**src/rtl/oam_dma_controller_if.sv**
```systemverilog
// Bus bundle between the CPU-side DMA controller and its neighbours:
// launch parameters, main-memory read port, and sprite-RAM port A.
interface oam_dma_controller_if #(
    parameter int SRC_W  = 16,
    parameter int OAM_W  = 10,
    parameter int DATA_W = 16
);
    logic              start;
    logic [SRC_W-1:0]  src_base;
    logic [OAM_W-1:0]  dst_base;
    logic [OAM_W:0]    word_count;
    logic              vblank;

    logic              mem_req;
    logic [SRC_W-1:0]  mem_addr;
    logic              mem_ack;
    logic [DATA_W-1:0] mem_rdata;

    logic              cpu_en;
    logic              cpu_we;
    logic [OAM_W-1:0]  cpu_addr;
    logic [DATA_W-1:0] cpu_wdata;

    logic              oam_en;
    logic              oam_we;
    logic [OAM_W-1:0]  oam_addr;
    logic [DATA_W-1:0] oam_wdata;

    logic              busy;
    logic              done;

    modport master (
        output start, src_base, dst_base, word_count, vblank,
        output mem_ack, mem_rdata,
        output cpu_en, cpu_we, cpu_addr, cpu_wdata,
        input  mem_req, mem_addr,
        input  oam_en, oam_we, oam_addr, oam_wdata,
        input  busy, done
    );

    modport slave (
        input  start, src_base, dst_base, word_count, vblank,
        input  mem_ack, mem_rdata,
        input  cpu_en, cpu_we, cpu_addr, cpu_wdata,
        output mem_req, mem_addr,
        output oam_en, oam_we, oam_addr, oam_wdata,
        output busy, done
    );
endinterface

```
**src/rtl/oam_dma_controller.sv**
```systemverilog
// Copies a block of main memory into sprite RAM during vertical blank,
// yielding sprite-RAM port A to the CPU whenever it asks for it.
module oam_dma_controller #(
    parameter int SRC_W  = 16,
    parameter int OAM_W  = 10,
    parameter int DATA_W = 16
) (
    input logic                 clk,
    input logic                 rst,
    oam_dma_controller_if.slave bus
);
    typedef enum logic [2:0] {
        IDLE,
        WAIT_VB,
        FETCH,
        WRITE,
        DONE
    } state_t;

    localparam logic [OAM_W:0] REMAIN_ONE = {{OAM_W{1'b0}}, 1'b1};

    state_t            state_q, state_d;
    logic [SRC_W-1:0]  src_ptr_q, src_ptr_d;
    logic [OAM_W-1:0]  dst_ptr_q, dst_ptr_d;
    logic [OAM_W:0]    remain_q, remain_d;
    logic [DATA_W-1:0] data_reg_q, data_reg_d;
    logic              mem_req_q, mem_req_d;
    logic              busy_q, busy_d;
    logic              done_q, done_d;

    always_comb begin
        state_d    = state_q;
        src_ptr_d  = src_ptr_q;
        dst_ptr_d  = dst_ptr_q;
        remain_d   = remain_q;
        data_reg_d = data_reg_q;
        unique case (state_q)
            IDLE: begin
                if (bus.start) begin
                    src_ptr_d = bus.src_base;
                    dst_ptr_d = bus.dst_base;
                    remain_d  = bus.word_count;
                    state_d   = (bus.word_count == '0) ? DONE : WAIT_VB;
                end
            end
            WAIT_VB: begin
                if (bus.vblank) state_d = FETCH;
            end
            FETCH: begin
                if (bus.mem_ack) begin
                    data_reg_d = bus.mem_rdata;
                    src_ptr_d  = src_ptr_q + SRC_W'(1);
                    state_d    = WRITE;
                end
            end
            WRITE: begin
                // a CPU access defers the write; data_reg is simply held
                if (!bus.cpu_en) begin
                    dst_ptr_d = dst_ptr_q + OAM_W'(1);
                    remain_d  = remain_q - REMAIN_ONE;
                    if (remain_q == REMAIN_ONE) state_d = DONE;
                    else if (bus.vblank)        state_d = FETCH;
                    else                        state_d = WAIT_VB;
                end
            end
            DONE: begin
                state_d = IDLE;
            end
            default: begin
                state_d = IDLE;
            end
        endcase
        mem_req_d = (state_d == FETCH);
        busy_d    = (state_d != IDLE);
        done_d    = (state_d == DONE);
    end

    always_ff @(posedge clk) begin
        if (!rst) begin
            state_q    <= IDLE;
            src_ptr_q  <= '0;
            dst_ptr_q  <= '0;
            remain_q   <= '0;
            data_reg_q <= '0;
            mem_req_q  <= 1'b0;
            busy_q     <= 1'b0;
            done_q     <= 1'b0;
        end else begin
            state_q    <= state_d;
            src_ptr_q  <= src_ptr_d;
            dst_ptr_q  <= dst_ptr_d;
            remain_q   <= remain_d;
            data_reg_q <= data_reg_d;
            mem_req_q  <= mem_req_d;
            busy_q     <= busy_d;
            done_q     <= done_d;
        end
    end

    logic              oam_en, oam_we;
    logic [OAM_W-1:0]  oam_addr;
    logic [DATA_W-1:0] oam_wdata;

    // CPU owns the port in any state, even while the DMA is held in reset
    always_comb begin
        oam_en    = 1'b0;
        oam_we    = 1'b0;
        oam_addr  = '0;
        oam_wdata = '0;
        if (bus.cpu_en) begin
            oam_en    = 1'b1;
            oam_we    = bus.cpu_we;
            oam_addr  = bus.cpu_addr;
            oam_wdata = bus.cpu_wdata;
        end else if (state_q == WRITE) begin
            oam_en    = 1'b1;
            oam_we    = 1'b1;
            oam_addr  = dst_ptr_q;
            oam_wdata = data_reg_q;
        end
    end

    assign bus.mem_req   = mem_req_q;
    assign bus.mem_addr  = src_ptr_q;
    assign bus.oam_en    = oam_en;
    assign bus.oam_we    = oam_we;
    assign bus.oam_addr  = oam_addr;
    assign bus.oam_wdata = oam_wdata;
    assign bus.busy      = busy_q;
    assign bus.done      = done_q;
endmodule

```
**src/flat_wrapper.sv**
```systemverilog
// flat-port wrapper written by rule: the top's interface ports become plain ports
module oam_dma_controller_flat 
#(
    parameter int SRC_W  = 16,
    parameter int OAM_W  = 10,
    parameter int DATA_W = 16
)
  (clk, rst, bus_start, bus_src_base, bus_dst_base, bus_word_count, bus_vblank, bus_mem_ack, bus_mem_rdata, bus_cpu_en, bus_cpu_we, bus_cpu_addr, bus_cpu_wdata, bus_mem_req, bus_mem_addr, bus_oam_en, bus_oam_we, bus_oam_addr, bus_oam_wdata, bus_busy, bus_done);
  oam_dma_controller_if #(.SRC_W(SRC_W), .OAM_W(OAM_W), .DATA_W(DATA_W)) bus_i ();
  input logic clk;
  input logic rst;
  input wire logic [$bits(bus_i.start)-1:0] bus_start;
  input wire logic [$bits(bus_i.src_base)-1:0] bus_src_base;
  input wire logic [$bits(bus_i.dst_base)-1:0] bus_dst_base;
  input wire logic [$bits(bus_i.word_count)-1:0] bus_word_count;
  input wire logic [$bits(bus_i.vblank)-1:0] bus_vblank;
  input wire logic [$bits(bus_i.mem_ack)-1:0] bus_mem_ack;
  input wire logic [$bits(bus_i.mem_rdata)-1:0] bus_mem_rdata;
  input wire logic [$bits(bus_i.cpu_en)-1:0] bus_cpu_en;
  input wire logic [$bits(bus_i.cpu_we)-1:0] bus_cpu_we;
  input wire logic [$bits(bus_i.cpu_addr)-1:0] bus_cpu_addr;
  input wire logic [$bits(bus_i.cpu_wdata)-1:0] bus_cpu_wdata;
  output wire logic [$bits(bus_i.mem_req)-1:0] bus_mem_req;
  output wire logic [$bits(bus_i.mem_addr)-1:0] bus_mem_addr;
  output wire logic [$bits(bus_i.oam_en)-1:0] bus_oam_en;
  output wire logic [$bits(bus_i.oam_we)-1:0] bus_oam_we;
  output wire logic [$bits(bus_i.oam_addr)-1:0] bus_oam_addr;
  output wire logic [$bits(bus_i.oam_wdata)-1:0] bus_oam_wdata;
  output wire logic [$bits(bus_i.busy)-1:0] bus_busy;
  output wire logic [$bits(bus_i.done)-1:0] bus_done;
  assign bus_i.start = bus_start;
  assign bus_i.src_base = bus_src_base;
  assign bus_i.dst_base = bus_dst_base;
  assign bus_i.word_count = bus_word_count;
  assign bus_i.vblank = bus_vblank;
  assign bus_i.mem_ack = bus_mem_ack;
  assign bus_i.mem_rdata = bus_mem_rdata;
  assign bus_i.cpu_en = bus_cpu_en;
  assign bus_i.cpu_we = bus_cpu_we;
  assign bus_i.cpu_addr = bus_cpu_addr;
  assign bus_i.cpu_wdata = bus_cpu_wdata;
  assign bus_mem_req = bus_i.mem_req;
  assign bus_mem_addr = bus_i.mem_addr;
  assign bus_oam_en = bus_i.oam_en;
  assign bus_oam_we = bus_i.oam_we;
  assign bus_oam_addr = bus_i.oam_addr;
  assign bus_oam_wdata = bus_i.oam_wdata;
  assign bus_busy = bus_i.busy;
  assign bus_done = bus_i.done;
  oam_dma_controller #(.SRC_W(SRC_W), .OAM_W(OAM_W), .DATA_W(DATA_W)) u_core (.clk(clk), .rst(rst), .bus(bus_i));
endmodule
```
**config.mk**
```make
export PLATFORM = sky130hd
export DESIGN_NAME = oam_dma_controller_flat
export DESIGN_NICKNAME = d
export VERILOG_FILES = /design/src/rtl/oam_dma_controller_if.sv /design/src/rtl/oam_dma_controller.sv /design/src/flat_wrapper.sv
export SDC_FILE = /design/constraint.sdc
export NUM_CORES = 1
export LEC_CHECK = 0
export CAP_MARGIN = 40
export CORE_MARGIN = 2
export CORE_UTILIZATION = 45
export DETAILED_ROUTE_END_ITERATION = 7
export GPL_TIMING_DRIVEN = 1
export PLACE_DENSITY = 0.89
export SLEW_MARGIN = 30
export SYNTH_ARGS = -nofsm -noshare
export SYNTH_HDL_FRONTEND = slang
export SYNTH_SLANG_ARGS = --single-unit
```
**constraint.sdc**
```tcl
create_clock -name clk -period 2.6 [get_ports clk]
set_input_delay 0.39 -clock clk [delete_from_list [all_inputs] [get_ports clk]]
set_output_delay 0.39 -clock clk [all_outputs]
set_load 0.05 [all_outputs]
```
==> impl_results.md <==
* Unique cell type count in the Yosys netlist at just under 60
* Starting density of the core at 45.8%
* Yosys top cell area share at between 30% and 40%
* Total nets after synthesis at 547
* Clock tree from TritonCTS: done
* Number of max-slew violations in the final report at 0
* Reg-to-reg setup timing slack at ~380 ps
* Total standard cell area after synthesis at 0.00348 mm²
* Post-route ant nets at 0
* Worst setup path start: u_core.state_q[1]$_SDFF_PN0_
* Buf/Inv on CP at 3
* Total clock buffers created by CTS at 9
* Final Net Count at 664
* Final Hold Viols at 0
* Worst r2r src: u_core.remain_q[0]$_SDFFE_PN0P_
* Setup Skew at 6.40 ps
* H-tree level count at 3
* Die Ht at 92.0 µm
* Final Setup Violations at 0
* Overall die area at 0.00846 mm²
* Max Cap Viol at 0
* Core Area at 0.00761 mm²
* Via count at 4080
* Site Rows at 32
* First-pass GRT wire length at roughly 18000 µm
* Critical Setup Path Class: flip-flop to output port
* Critical Path Source Type: flip-flop
* Compound-Gate Fraction of Synth Area at 30.3%
* Max rail drop VDD at 0.000355 V
* Number of instances resized during post-cts repair at 0
* Final Non-Filler Cells at 680
* Wire length per cell at 16.7 µm
* Half-perimeter wire length after detailed placement at approximately 8200 µm
* CTS Root Buffer Type: sky130_fd_sc_hd__clkbuf_8
* Time the final worst path needs with I/O delays and setup at 2340 ps
* Total negative setup slack at 0 ps
* Run status: finished, final reports clean
* CP Capture Type: output port
* Fraction of the yosys area taken by sequential cells at 33.9%
* Clock latency of the later-clocked register in the worst-skew pair at 340 ps
* Worst Path Arrival at 1950 ps
* Number of synthesized flops with an enable pin at 0
* DRC violation total after the first TritonRoute iteration at 238
* Final Routed Wirelength at around 11000 µm
* Top cell type by total area after synthesis: sky130_fd_sc_hd__dfxtp_1
* Cells taking the most area after synthesis: sky130_fd_sc_hd__dfxtp_1 34%, sky130_fd_sc_hd__nand2_1 7.3%, sky130_fd_sc_hd__a21oi_1 7.0%, sky130_fd_sc_hd__a22o_1 6.3%, sky130_fd_sc_hd__o21ai_0 4.7%
* Cell Count Post-Placement at between 600 and 700
* Post-CTS Setup Bufs at 0
* Largest family of logic cells by synthesized area: compound AO/OA/AOI/OAI gates
* Adder-Cell Fraction of Synth Area at 1.44%
* Syn Area/Cell at 7.62 µm²
* Critical Path Stages at 5
* Number of top-level design ports at approximately 130
* Largest net degree at the start of global routing at 39
* Primary flip-flop cell chosen by synthesis mapping: sky130_fd_sc_hd__dfxtp_1
* Proportion of layout cells with a drive suffix above 1 at 12.5%
* Horizontal die dimension at 92.0 µm
* Proportion of synthesized area in mux cells at under 10%
* Max-slew headroom at 56.1%
* Register bit count reported by yosys at 59
* Leakage power summed over all cells at slightly below 2 nW
* Slowest Stage Delay on Critical Path at approximately 550 ps
* CP max FO at 27
* Number of input and output port buffers inserted at about 130
* Number of global-route vias before repair at around 3800
* Number of cells on the worst reg-to-reg path at 5
* Iteration count of the initial detailed-routing pass at 6
* RSZ-0062 raised after global routing: false
* Finished Core Util at 70.5%
* Instance count of the mapped netlist at about 460
* Worst EP required at 2210 ps
* Type of the worst min-delay path: flip-flop to flip-flop
* Max clock buf depth at 2
* All-layer global routing usage at 26.3%
* CTS clock-pin slew for the worst setup and hold paths at 70 ps
* Xor/xnor share of the synthesized area at 0%
* Critical Path Sink: bus_oam_wdata[3]
* Power density of the placed cells at 575 mW/mm²
* Area added between synthesis and finish at 54.1%
* Clock sinks at about 60
* Post-cts hold buffer count at 0
* Count of yosys warnings during synthesis at 0
* Fmax at 427 MHz
* Aggregate global routing overflow at 0
* Endpoint of the most critical register-to-register path: u_core.bus.busy$_SDFF_PN0_
* FFs w/ async S/R, synth at 0%
* Antenna violations before repair at 0
* Post-detailed-route via-to-cell ratio at 6.00
* Final RePlAce weighted congestion at 0.878
* Area fraction in and, or, nand and nor cells after synthesis at 27.9%
* Worst-margin pin slew at 657 ps
* Total inserted antenna cells at 0
* Post-route DRC violation count at 0
* Total Power at about 3.1 mW
* Sequence of cells on the critical path: inv_1 > nor3_2 > buf_4 > a22o_1 > buf_12
* CP max stage cell: sky130_fd_sc_hd__dfxtp_1
* Largest delay contributor family on the critical path: buffers and inverters
* Final worst path period share at around 90%
[logic make-up (layout without fill, tap and decap cells)]
group	after synthesis	in the layout
AO/OA/AOI/OAI	159	159
multiplexers	5	5
buffers and inverters	45	166
AND/OR/NAND/NOR	185	185
flip-flops	59	59
adder cells (fa/ha/maj)	4	4
[cell type report]
type | instances | area, µm²
clock inverters | 1 | 5.00
multi-input cells | 353 | 2130
flip-flops and latches | 59 | 1180
inverters | 8 | 30.0
fillers | 578 | 2240
repair buffers | 143 | 1700
clock buffers | 14 | 193
well taps | 102 | 128
[cell usage after synthesis, types with 2 or more instances]
cell type / count
sky130_fd_sc_hd__nand4_1: 12
sky130_fd_sc_hd__nand2_1: 68
sky130_fd_sc_hd__a21oi_1: 49
sky130_fd_sc_hd__nor2_1: 15
sky130_fd_sc_hd__a21boi_0: 2
sky130_fd_sc_hd__nor3_1: 15
sky130_fd_sc_hd__nand2b_1: 6
sky130_fd_sc_hd__nand3b_1: 2
sky130_fd_sc_hd__a22o_1: 25
sky130_fd_sc_hd__o211ai_1: 3
sky130_fd_sc_hd__ha_1: 4
sky130_fd_sc_hd__and3_1: 4
sky130_fd_sc_hd__nor4_1: 10
sky130_fd_sc_hd__nor3b_1: 7
sky130_fd_sc_hd__or3b_2: 3
sky130_fd_sc_hd__o31ai_1: 7
sky130_fd_sc_hd__buf_2: 4
sky130_fd_sc_hd__a211oi_1: 4
sky130_fd_sc_hd__nand3_1: 11
sky130_fd_sc_hd__o2bb2ai_1: 2
sky130_fd_sc_hd__o32ai_1: 2
sky130_fd_sc_hd__inv_1: 8
sky130_fd_sc_hd__dfxtp_1: 59
sky130_fd_sc_hd__a21o_1: 3
sky130_fd_sc_hd__clkbuf_1: 32
sky130_fd_sc_hd__a311oi_1: 7
sky130_fd_sc_hd__o21ai_0: 33
sky130_fd_sc_hd__and2_0: 4
sky130_fd_sc_hd__or2_2: 4
sky130_fd_sc_hd__o221ai_1: 2
sky130_fd_sc_hd__or4_1: 4
sky130_fd_sc_hd__mux2i_1: 5
sky130_fd_sc_hd__o21a_1: 6
sky130_fd_sc_hd__nor2b_1: 2
sky130_fd_sc_hd__and2_1: 7
sky130_fd_sc_hd__or3_2: 2
sky130_fd_sc_hd__o41ai_1: 2
sky130_fd_sc_hd__a31oi_1: 2
[through the flow]
step | setup slack, ps | hold slack, ps | area [µm²]
global route | 85.3 | 474 | 5370
detailed placement | 299 | 448 | 5170
global placement | 348 | 447 | 5170
CTS | 259 | 457 | 5370
floorplan | 214 | 436 | 3480
finish | 257 | 455 | 5370
[flip-flops by register name (all words and copies together), names as in the netlist]
name and cells:
u_core.bus.mem_addr 16, u_core.data_reg_q 16, u_core.remain_q 11, u_core.dst_ptr_q 10
u_core.state_q 3, u_core.bus.busy 1, u_core.bus.done 1, u_core.bus.mem_req 1
[power by group]
part / internal, mW / switching, mW
combinational: 0.495 / 0.630
clock: 0.470 / 0.357
sequential: 1.01 / 0.127
[worst register-to-register path, cell delays in order (launching register included)]
cell	delay [ps]
sky130_fd_sc_hd__dfxtp_1	420
sky130_fd_sc_hd__ha_1	180
sky130_fd_sc_hd__or4b_2	650
sky130_fd_sc_hd__nor3_4	210
sky130_fd_sc_hd__nor4_1	110
sky130_fd_sc_hd__or4b_1	520
[metal layers]
metal,share of wire (%),routed length (µm),track usage (%),up-vias
met4,2.3,256,7.96,0
met2,50,5680,45.6,206
met3,8.0,913,6.49,27
met1,40,4510,32.2,1921
li1,-,-,-,1926
met5,0,0,0,-
[how the worst min path moves through the flow]
stage	startpoint	end	slack, ps	depth (start not counted)
after global routing	u_core.data_reg_q[3]$_SDFFE_PN0P_	u_core.data_reg_q[3]$_SDFFE_PN0P_	470	2
after CTS	u_core.data_reg_q[3]$_SDFFE_PN0P_	u_core.data_reg_q[3]$_SDFFE_PN0P_	460	2
final	u_core.data_reg_q[3]$_SDFFE_PN0P_	u_core.data_reg_q[3]$_SDFFE_PN0P_	450	2
after floorplan	u_core.data_reg_q[0]$_SDFFE_PN0P_	u_core.data_reg_q[0]$_SDFFE_PN0P_	440	2
after detailed placement	u_core.data_reg_q[3]$_SDFFE_PN0P_	u_core.data_reg_q[3]$_SDFFE_PN0P_	450	2
after global placement	u_core.data_reg_q[9]$_SDFFE_PN0P_	u_core.data_reg_q[9]$_SDFFE_PN0P_	450	2
[cells in the final DEF, fill, tap and decap left out, drive strengths merged, types with 14 or more instances in the layout]
| master | Yosys | routed |
|---|---|---|
| buf | 5 | 39 |
| nor3 | 16 | 16 |
| nor2 | 15 | 15 |
| a22o | 25 | 25 |
| clkbuf | 32 | 14 |
| nand2 | 68 | 68 |
| o21ai | 33 | 33 |
| dfxtp | 59 | 59 |
| clkdlybuf4s50 | 0 | 104 |
| a21oi | 49 | 49 |
Power figures use the tool's default switching activity.
